===== src/rtl/bf_coeff_loader_if.sv =====
// Coefficient load stream: one signed word per transfer, load_last on the final word of a set.
// Handshake: a word moves when load_valid and load_ready are both high on a rising clk edge.
interface bf_coeff_loader_if #(
  parameter int coeff_width = 16
);
  logic                          load_valid;
  logic                          load_ready;
  logic signed [coeff_width-1:0] load_data;
  logic                          load_last;

  modport master (
    output load_valid,
    output load_data,
    output load_last,
    input  load_ready
  );

  modport slave (
    input  load_valid,
    input  load_data,
    input  load_last,
    output load_ready
  );
endinterface


===== src/rtl/bf_coeff_loader.sv =====
// Double-buffered beamformer coefficient loader: a shadow bank fills from the load
// stream and is copied into the active bank on the frame epoch strobe.
module bf_coeff_loader #(
  parameter int NCH         = 4,
  parameter int coeff_width = 16
) (
  input  logic                       clk,
  input  logic                       resetn,
  bf_coeff_loader_if.slave           ld,
  input  logic                       epoch,
  input  logic                       flush,
  output logic [NCH*coeff_width-1:0] coeff,
  output logic                       pending,
  output logic                       err_len,
  output logic [7:0]                 swap_cnt,
  output logic                       state_dbg
);

  localparam int IW = $clog2(NCH);
  localparam logic [IW-1:0] LAST_IDX = IW'(NCH - 1);
  localparam logic [coeff_width-1:0] UNITY = coeff_width'(1) << (coeff_width - 2);
  localparam logic [NCH*coeff_width-1:0] RESET_COEFF =
    {{((NCH - 1) * coeff_width){1'b0}}, UNITY};

  typedef enum logic {
    LOAD = 1'b0,
    PEND = 1'b1
  } state_t;

  state_t                 state;
  logic [IW-1:0]          idx;
  logic [coeff_width-1:0] shadow [NCH];
  logic                   transfer;

  assign ld.load_ready = (state == LOAD);
  assign pending       = (state == PEND);
  assign state_dbg     = state;
  assign transfer      = ld.load_valid & ld.load_ready;

  always_ff @(posedge clk or negedge resetn) begin
    if (!resetn) begin
      state    <= LOAD;
      idx      <= '0;
      err_len  <= 1'b0;
      swap_cnt <= 8'd0;
      coeff    <= RESET_COEFF;
      for (int i = 0; i < NCH; i++) shadow[i] <= '0;
    end else begin
      err_len <= 1'b0;
      if (flush) begin
        // Rewinding idx is enough to discard the shadow set: a set only reaches
        // PEND after all NCH words have been rewritten.
        state <= LOAD;
        idx   <= '0;
      end else begin
        case (state)
          LOAD: begin
            if (transfer) begin
              shadow[idx] <= ld.load_data;
              if (idx == LAST_IDX && ld.load_last) begin
                state <= PEND;
                idx   <= '0;
              end else if (idx == LAST_IDX || ld.load_last) begin
                err_len <= 1'b1;
                idx     <= '0;
              end else begin
                idx <= idx + 1'b1;
              end
            end
          end
          PEND: begin
            if (epoch) begin
              for (int i = 0; i < NCH; i++)
                coeff[i*coeff_width +: coeff_width] <= shadow[i];
              swap_cnt <= swap_cnt + 8'd1;
              state    <= LOAD;
            end
          end
          default: state <= LOAD;
        endcase
      end
    end
  end

endmodule


===== src/flat_wrapper.sv =====
// flat-port wrapper written by rule: the top's interface ports become plain ports
module bf_coeff_loader_flat 
#(
  parameter int NCH         = 4,
  parameter int coeff_width = 16
)
  (clk, resetn, epoch, flush, coeff, pending, err_len, swap_cnt, state_dbg, ld_load_valid, ld_load_data, ld_load_last, ld_load_ready);
  bf_coeff_loader_if #(.coeff_width(coeff_width)) ld_i ();
  input  logic clk;
  input  logic resetn;
  input  logic epoch;
  input  logic flush;
  output logic [NCH*coeff_width-1:0] coeff;
  output logic pending;
  output logic err_len;
  output logic [7:0] swap_cnt;
  output logic state_dbg;
  input wire logic [$bits(ld_i.load_valid)-1:0] ld_load_valid;
  input wire logic [$bits(ld_i.load_data)-1:0] ld_load_data;
  input wire logic [$bits(ld_i.load_last)-1:0] ld_load_last;
  output wire logic [$bits(ld_i.load_ready)-1:0] ld_load_ready;
  assign ld_i.load_valid = ld_load_valid;
  assign ld_i.load_data = ld_load_data;
  assign ld_i.load_last = ld_load_last;
  assign ld_load_ready = ld_i.load_ready;
  bf_coeff_loader #(.NCH(NCH), .coeff_width(coeff_width)) u_core (.clk(clk), .resetn(resetn), .ld(ld_i), .epoch(epoch), .flush(flush), .coeff(coeff), .pending(pending), .err_len(err_len), .swap_cnt(swap_cnt), .state_dbg(state_dbg));
endmodule

===== config.mk =====
export PLATFORM = sky130hd
export DESIGN_NAME = bf_coeff_loader_flat
export DESIGN_NICKNAME = d
export VERILOG_FILES = /design/src/rtl/bf_coeff_loader_if.sv /design/src/rtl/bf_coeff_loader.sv /design/src/flat_wrapper.sv
export SDC_FILE = /design/constraint.sdc
export NUM_CORES = 1
export LEC_CHECK = 0
export ABC_AREA = 0
export BUFFER_PORTS_ARGS = -buffer_cell sky130_fd_sc_hd__buf_2
export CORE_MARGIN = 4
export CORE_UTILIZATION = 40
export DETAILED_ROUTE_END_ITERATION = 7
export PLACE_DENSITY = 0.64
export SLEW_MARGIN = 20
export SYNTH_ARGS = -nofsm -noshare
export SYNTH_HDL_FRONTEND = slang
export SYNTH_SLANG_ARGS = --single-unit

===== constraint.sdc =====
create_clock -name clk -period 2.2 [get_ports clk]
set_input_delay 0.22 -clock clk [delete_from_list [all_inputs] [get_ports clk]]
set_output_delay 0.22 -clock clk [all_outputs]
set_load 0.1 [all_outputs]

==> impl_metrics.ini, run 1 <==
[global_route]
grt_overflow_total = 0
grt_util_all_layers = 0.1561
grt_pass1_wl_mm = 19.47
grt_max_degree = 56
grt_pass1_vias = 3752
antenna_found_initial = 0

[cells_and_area]
final_cell_mix = nand2_1 (199), dfrtp_1 (138), buf_2 (96)
drive_gt1_frac = 0.3633
stdcell_area_mm2 = 0.006759
n_antenna_cell = 0
fin_nets = 605
layout_commonest_cell = nand2_1
synthToLayoutAreaGrowth_pct = 23.67

[yosys]
ys_seq_elements = 140
synth.distinct_cells = 29
synth-warning-count = 0
synthArstFlopShare = 1.000
yosysSeqAreaShare = 0.6413
synth_area_mm2 = 0.005465
syn_inst = 469
synth_edf_count = 0
ys.flop_type = dfrtp_1
synth_nets = 498
syn_avg_cell_area_um2 = 11.65

[critical_path]
reg2reg_from = u_core.idx[0]$_DFFE_PN0P_
ff2ff_path_depth = 5
reg2reg_slack_ns = 0.41
crit_type = reg2reg
worstPathArrival_ns = 2.12
required_ns = 2.53
reg2reg_to = u_core.idx[0]$_DFFE_PN0P_
cp_max_fo = 5
crit_start = u_core.idx[0]$_DFFE_PN0P_
startpoint_type = flop
cp-end-kind = flop

[power_and_ir_drop]
intPower_mw = 4.652
clkPwrFrac = 0.465
net-switching-power_mw = 1.384
switching_share = 0.2293
ir_drop_mv = 0.4396
pwr-share-seq = 0.475
p_leak_nw = 3.718
p_comb_frac = 0.060
cellPowerDensity_mw_per_mm2 = 893.0

[place]
globalplace.congestion = 0.7693
post-dp-hpwl_mm = 7.742
placed_area_mm2 = 0.006165
io_buffers = 97

[sta]
worst_pin_slew_ns = 0.5154
hold_viol = 0
min_period_ns = 1.790
tns_ns = 0
fmax_mhz = 558.7
maxSlewHeadroom = 0.6587
rsz0062_at_grt = no
setup_viol = 0
fin_crit_sh = 0.8137
finalClockSkew_ns = 0.008185
slew_viol_final = 0

[routing]
wirelength_mm = 11.49
drtPass1Iterations = 4
m1WireLength_mm = 5.302
wl_met2_mm = 5.619
highest_layer = met4
ant_nets = 0
drt_iter0_markers = 160
vias = 3577
wl_per_cell_um = 15.02
viasPerCell = 4.676
drc = 0
wl_met3_um = 443

[floorplanning]
start_util = 0.4111
die_h_um = 124.9
fp.dieArea_mm2 = 0.01560
num_rows = 42
core_mm2 = 0.01330
io_pins = 98
die_w_um = 124.9

[worst_hold_path]
min-delay-path-class = in2reg
worstHoldEndpoint = u_core.shadow[21]$_DFFE_PN0P_
whs_path_depth = 2
min_from = ld_load_data[5]

[job]
maxCapViolations = 0

[clock_network]
clk_latency_ns = 0.41
cts_tree = built
path_clk_slew_ns = 0.06
root_buffer = clkbuf_16
cts_made_buffers = 17
cts.path.max_buffers = 2
cts_max_level = 4
ctsResizeCount = 0
post_cts_buffers = 0
cts.sinks = 140

[outcome]
status = finished clean
[state kept, by name (all words and copies together), names as in the netlist]
name	flops
u_core.shadow	64
u_core.coeff	64
u_core.idx	2
u_core.pending	1
u_core.swap_cnt	8
u_core.err_len	1
[worst max-delay path, cell delays in order, from the launching register on]
cell and delay [ns]:
dfrtp_1 0.42, ha_1 0.25, inv_1 0.14, ha_1 0.19, or4b_2 0.58, a21oi_1 0.14
[area by class of cell]
class / count / area, µm²
Timing Repair Buffer: 111 / 624.3
Fill cell: 1215 / 6536
Tap cell: 176 / 220.2
Multi-Input combinational cell: 301 / 1805
Inverter: 5 / 18.77
Clock buffer: 18 / 439.2
Sequential cell: 140 / 3506
Clock inverter: 14 / 145.1
[cell usage after synthesis (all sizes together), types with 2 or more instances]
cell | number | share of area
nand2 | 199 | 0.14
dfrtp | 139 | 0.64
mux2 | 64 | 0.13
buf | 16 | 0.020
clkbuf | 7 | 0.0048
ha | 7 | 0.016
inv | 5 | 0.0034
xnor2 | 4 | 0.0064
and2 | 3 | 0.0034
nand4 | 3 | 0.0034
nor3 | 3 | 0.0048
xor2 | 3 | 0.0048
a21oi | 2 | 0.0018
nor2 | 2 | 0.0014
nor3b | 2 | 0.0057
[routing by layer]
layer	up-vias	GRT usage
li1	1723	-
met1	1778	0.2038
met2	65	0.2525
met3	11	0.04074
met4	0	0.05612
met5	-	0
[logic make-up after synthesis]
kind of cell    after synthesis  share of synthesized area
compound gates                3                   0.002977
xor+xnor                      7                    0.01122
fa+ha+maj                     7                    0.01602
buf+inv                      28                    0.02862
flops                       140                     0.6413
mux                          64                     0.1319
simple gates                220                     0.1680
[power groups by stage]
stage	Clock (mW)	Combinational [mW]	Sequential (mW)
4_1_cts	2.87	0.370	2.87
5_1_grt	2.99	0.403	2.89
3_3_place_gp	0	0.352	2.91
6_report	2.81	0.361	2.87
2_1_floorplan	0	0.207	2.92
3_5_place_dp	0	0.368	2.91
[per-stage QoR]
stage	worst slack [ns]	power, mW	util	instances	hold WS, ns
after floorplan	0.3504	3.127	-	469	-0.07559
after global placement	0.5154	3.258	0.4637	732	0.1435
after detailed placement	0.4118	3.282	0.4637	732	0.1503
after CTS	0.3950	6.109	0.5084	765	0.07029
after global routing	0.3328	6.286	0.5084	765	0.08421
final	0.4100	6.036	0.5084	765	0.08858
[worst max-delay path by stage]
stage,endpoint,slack [ns],depth (start not counted)
2_1_floorplan,u_core.shadow[22]$_DFFE_PN0P_,0.35,4
3_3_place_gp,u_core.idx[0]$_DFFE_PN0P_,0.52,5
3_5_place_dp,u_core.idx[0]$_DFFE_PN0P_,0.41,5
4_1_cts,u_core.idx[0]$_DFFE_PN0P_,0.39,5
5_1_grt,u_core.idx[0]$_DFFE_PN0P_,0.33,5
6_report,u_core.idx[0]$_DFFE_PN0P_,0.41,5
[repair_timing]
action,4_1_cts,5_1_grt
hold buffers,1,0
endpoints found under the setup margin,0,0
endpoints found under the hold margin,36,0
Note: power is estimated with default switching activity, not from simulation.
==> inputs of run 2 (changes only) <==
==> constraint.sdc (replaced) <==
create_clock -name clk -period 1.9 [get_ports clk]
set_input_delay 0.19 -clock clk [delete_from_list [all_inputs] [get_ports clk]]
set_output_delay 0.19 -clock clk [all_outputs]
set_load 0.1 [all_outputs]
==> run 2 against run 1 <==
Compared with the run above:
- critical endpoint unchanged
- clock power up 20%
- core utilization up 0.76 points
- routed wire length down 0.80%
- sequential power up 16%
- design area up 1.5%
- critical path type unchanged
==> impl_metrics.ini, run 2 (synthesized netlist as in run 1, its figures left out) <==
[critical_path]
required_ns = 2.22
critPathMostFrequentCell = ha_1
startpoint_type = flop
crit_type = reg2reg
crit_start = u_core.idx[0]$_DFFE_PN0P_
cp_max_fo = 5
reg2reg_slack_ns = 0.1
reg2reg_from = u_core.idx[0]$_DFFE_PN0P_
worstPathArrival_ns = 2.12
ff2ff_path_depth = 5
crit_chain = ha_1 > inv_1 > ha_1 > or4b_2 > a21oi_1
cp-end-kind = flop
critPathSlowestCell = or4b_2
slowest_delay_ns = 0.58

[clock_network]
cts_tree = built
clk_latency_ns = 0.41
cts.sinks = 140
root_buffer = clkbuf_16
ctsResizeCount = 0
post_cts_buffers = 0
cts_hold_buf = 1
path_clk_slew_ns = 0.06
cts_made_buffers = 17
cts.path.max_buffers = 2
cts_max_level = 4

[sta]
fin_crit_sh = 0.9498
rsz0062_at_grt = no
worst_pin_slew_ns = 0.5109
hold_viol = 0
tns_ns = 0
maxSlewHeadroom = 0.6617
min_period_ns = 1.805
slew_viol_final = 0
setup_viol = 0
fmax_mhz = 554.1
finalClockSkew_ns = 0.006422

[cells_and_area]
final_cell_mix = nand2_1 (199), dfrtp_1 (138), buf_2 (96)
drive_gt1_frac = 0.3612
n_antenna_cell = 0
n_fill_cell = 1198
stdcell_count = 763
layout_commonest_cell = nand2_1
reg_top3 = u_core.coeff (64), u_core.shadow (64), u_core.swap_cnt (8)
multi_input_area_mm2 = 0.001805
fin_nets = 604
synthToLayoutAreaGrowth_pct = 25.53
regArea_mm2 = 0.003506

[floorplanning]
start_util = 0.4111
core_mm2 = 0.01330
die_w_um = 124.9
fp.dieArea_mm2 = 0.01560
die_h_um = 124.9
num_rows = 42
io_pins = 98

[place]
globalplace.congestion = 0.7752
post-dp-hpwl_mm = 7.728
dp_cells = 731
io_buffers = 97

[routing]
wl_per_cell_um = 14.94
ant_nets = 0
wirelength_mm = 11.40
drc = 0
drt_iter0_markers = 181
drtPass1Iterations = 4
viasPerCell = 4.646
vias = 3545

[power_and_ir_drop]
cellPowerDensity_mw_per_mm2 = 1036
ir_drop_mv = 0.5148
p_leak_nw = 3.747

[global_route]
antenna_found_initial = 0
grt_overflow_total = 0
grt_util_all_layers = 0.1564
grt_pass1_wl_mm = 19.69
grt_pass1_vias = 3803
grt_max_degree = 48

[outcome]
status = finished clean

[worst_hold_path]
min_from = ld_load_data[12]
min-delay-path-class = in2reg
whs_path_depth = 2

[job]
maxCapViolations = 0
==> run 2: cell types whose count changed in the layout (fill, tap and decap cells not counted), sizes merged <==
cell	change
bufinv	+1
inv	+1
clkinv	-2
clkinvlp	-1
buf	-1
==> run 2: cell type report <==
cell class | instances | share of cell area
sequential | 140 | 0.5110
timing repair buffer | 110 | 0.1027
tap | 176 | 0.03210
multi-input combinational | 301 | 0.2632
clock buffer | 18 | 0.06402
clock inverter | 13 | 0.02426
inverter | 5 | 0.002736
==> run 2: final timing paths <==
check	end
min reg2reg	u_core.coeff[14]$_DFFE_PN1P_
max	u_core.idx[0]$_DFFE_PN0P_
min	u_core.shadow[44]$_DFFE_PN0P_
max in group asynchronous	u_core.swap_cnt[3]$_DFFE_PN0P_
min in group asynchronous	u_core.coeff[59]$_DFFE_PN0P_
max reg2reg	u_core.idx[0]$_DFFE_PN0P_
==> run 2: routing by layer <==
layer	up-vias	GRT usage	share of wire
li1	1714	-	-
met1	1741	0.2033	0.46
met2	75	0.2545	0.48
met3	15	0.03731	0.038
met4	0	0.06059	0.017
met5	-	0	0
==> run 2: stage by stage <==
stage / hold WS (ns) / total power [mW] / utilization / instance area [µm²] / setup WS, ns
final: 0.06007 / 7.108 / 0.5160 / 6860 / 0.09536
after global routing: 0.04471 / 7.418 / 0.5160 / 6860 / 0.06933
after CTS: 0.04357 / 7.201 / 0.5160 / 6860 / 0.08233
after detailed placement: 0.1629 / 3.815 / 0.4697 / 6245 / 0.09320
after global placement: 0.1548 / 3.783 / 0.4697 / 6245 / 0.2169
after floorplan: -0.1056 / 3.620 / - / 5466 / 0.05041
==> run 2: worst max-delay path, delay by kind of cell, from the launching register on <==
kind	cells	cell delay [ns]
buffers and inverters	1	0.13
AOI/OAI and AO/OA	1	0.18
DFF	1	0.42
adders and majority gates	2	0.42
and+or+nand+nor	1	0.58
==> run 2: power breakdown <==
group,switching (mW),internal (mW)
Sequential,0.115,3.21
Clock,1.25,2.10
Combinational,0.210,0.219
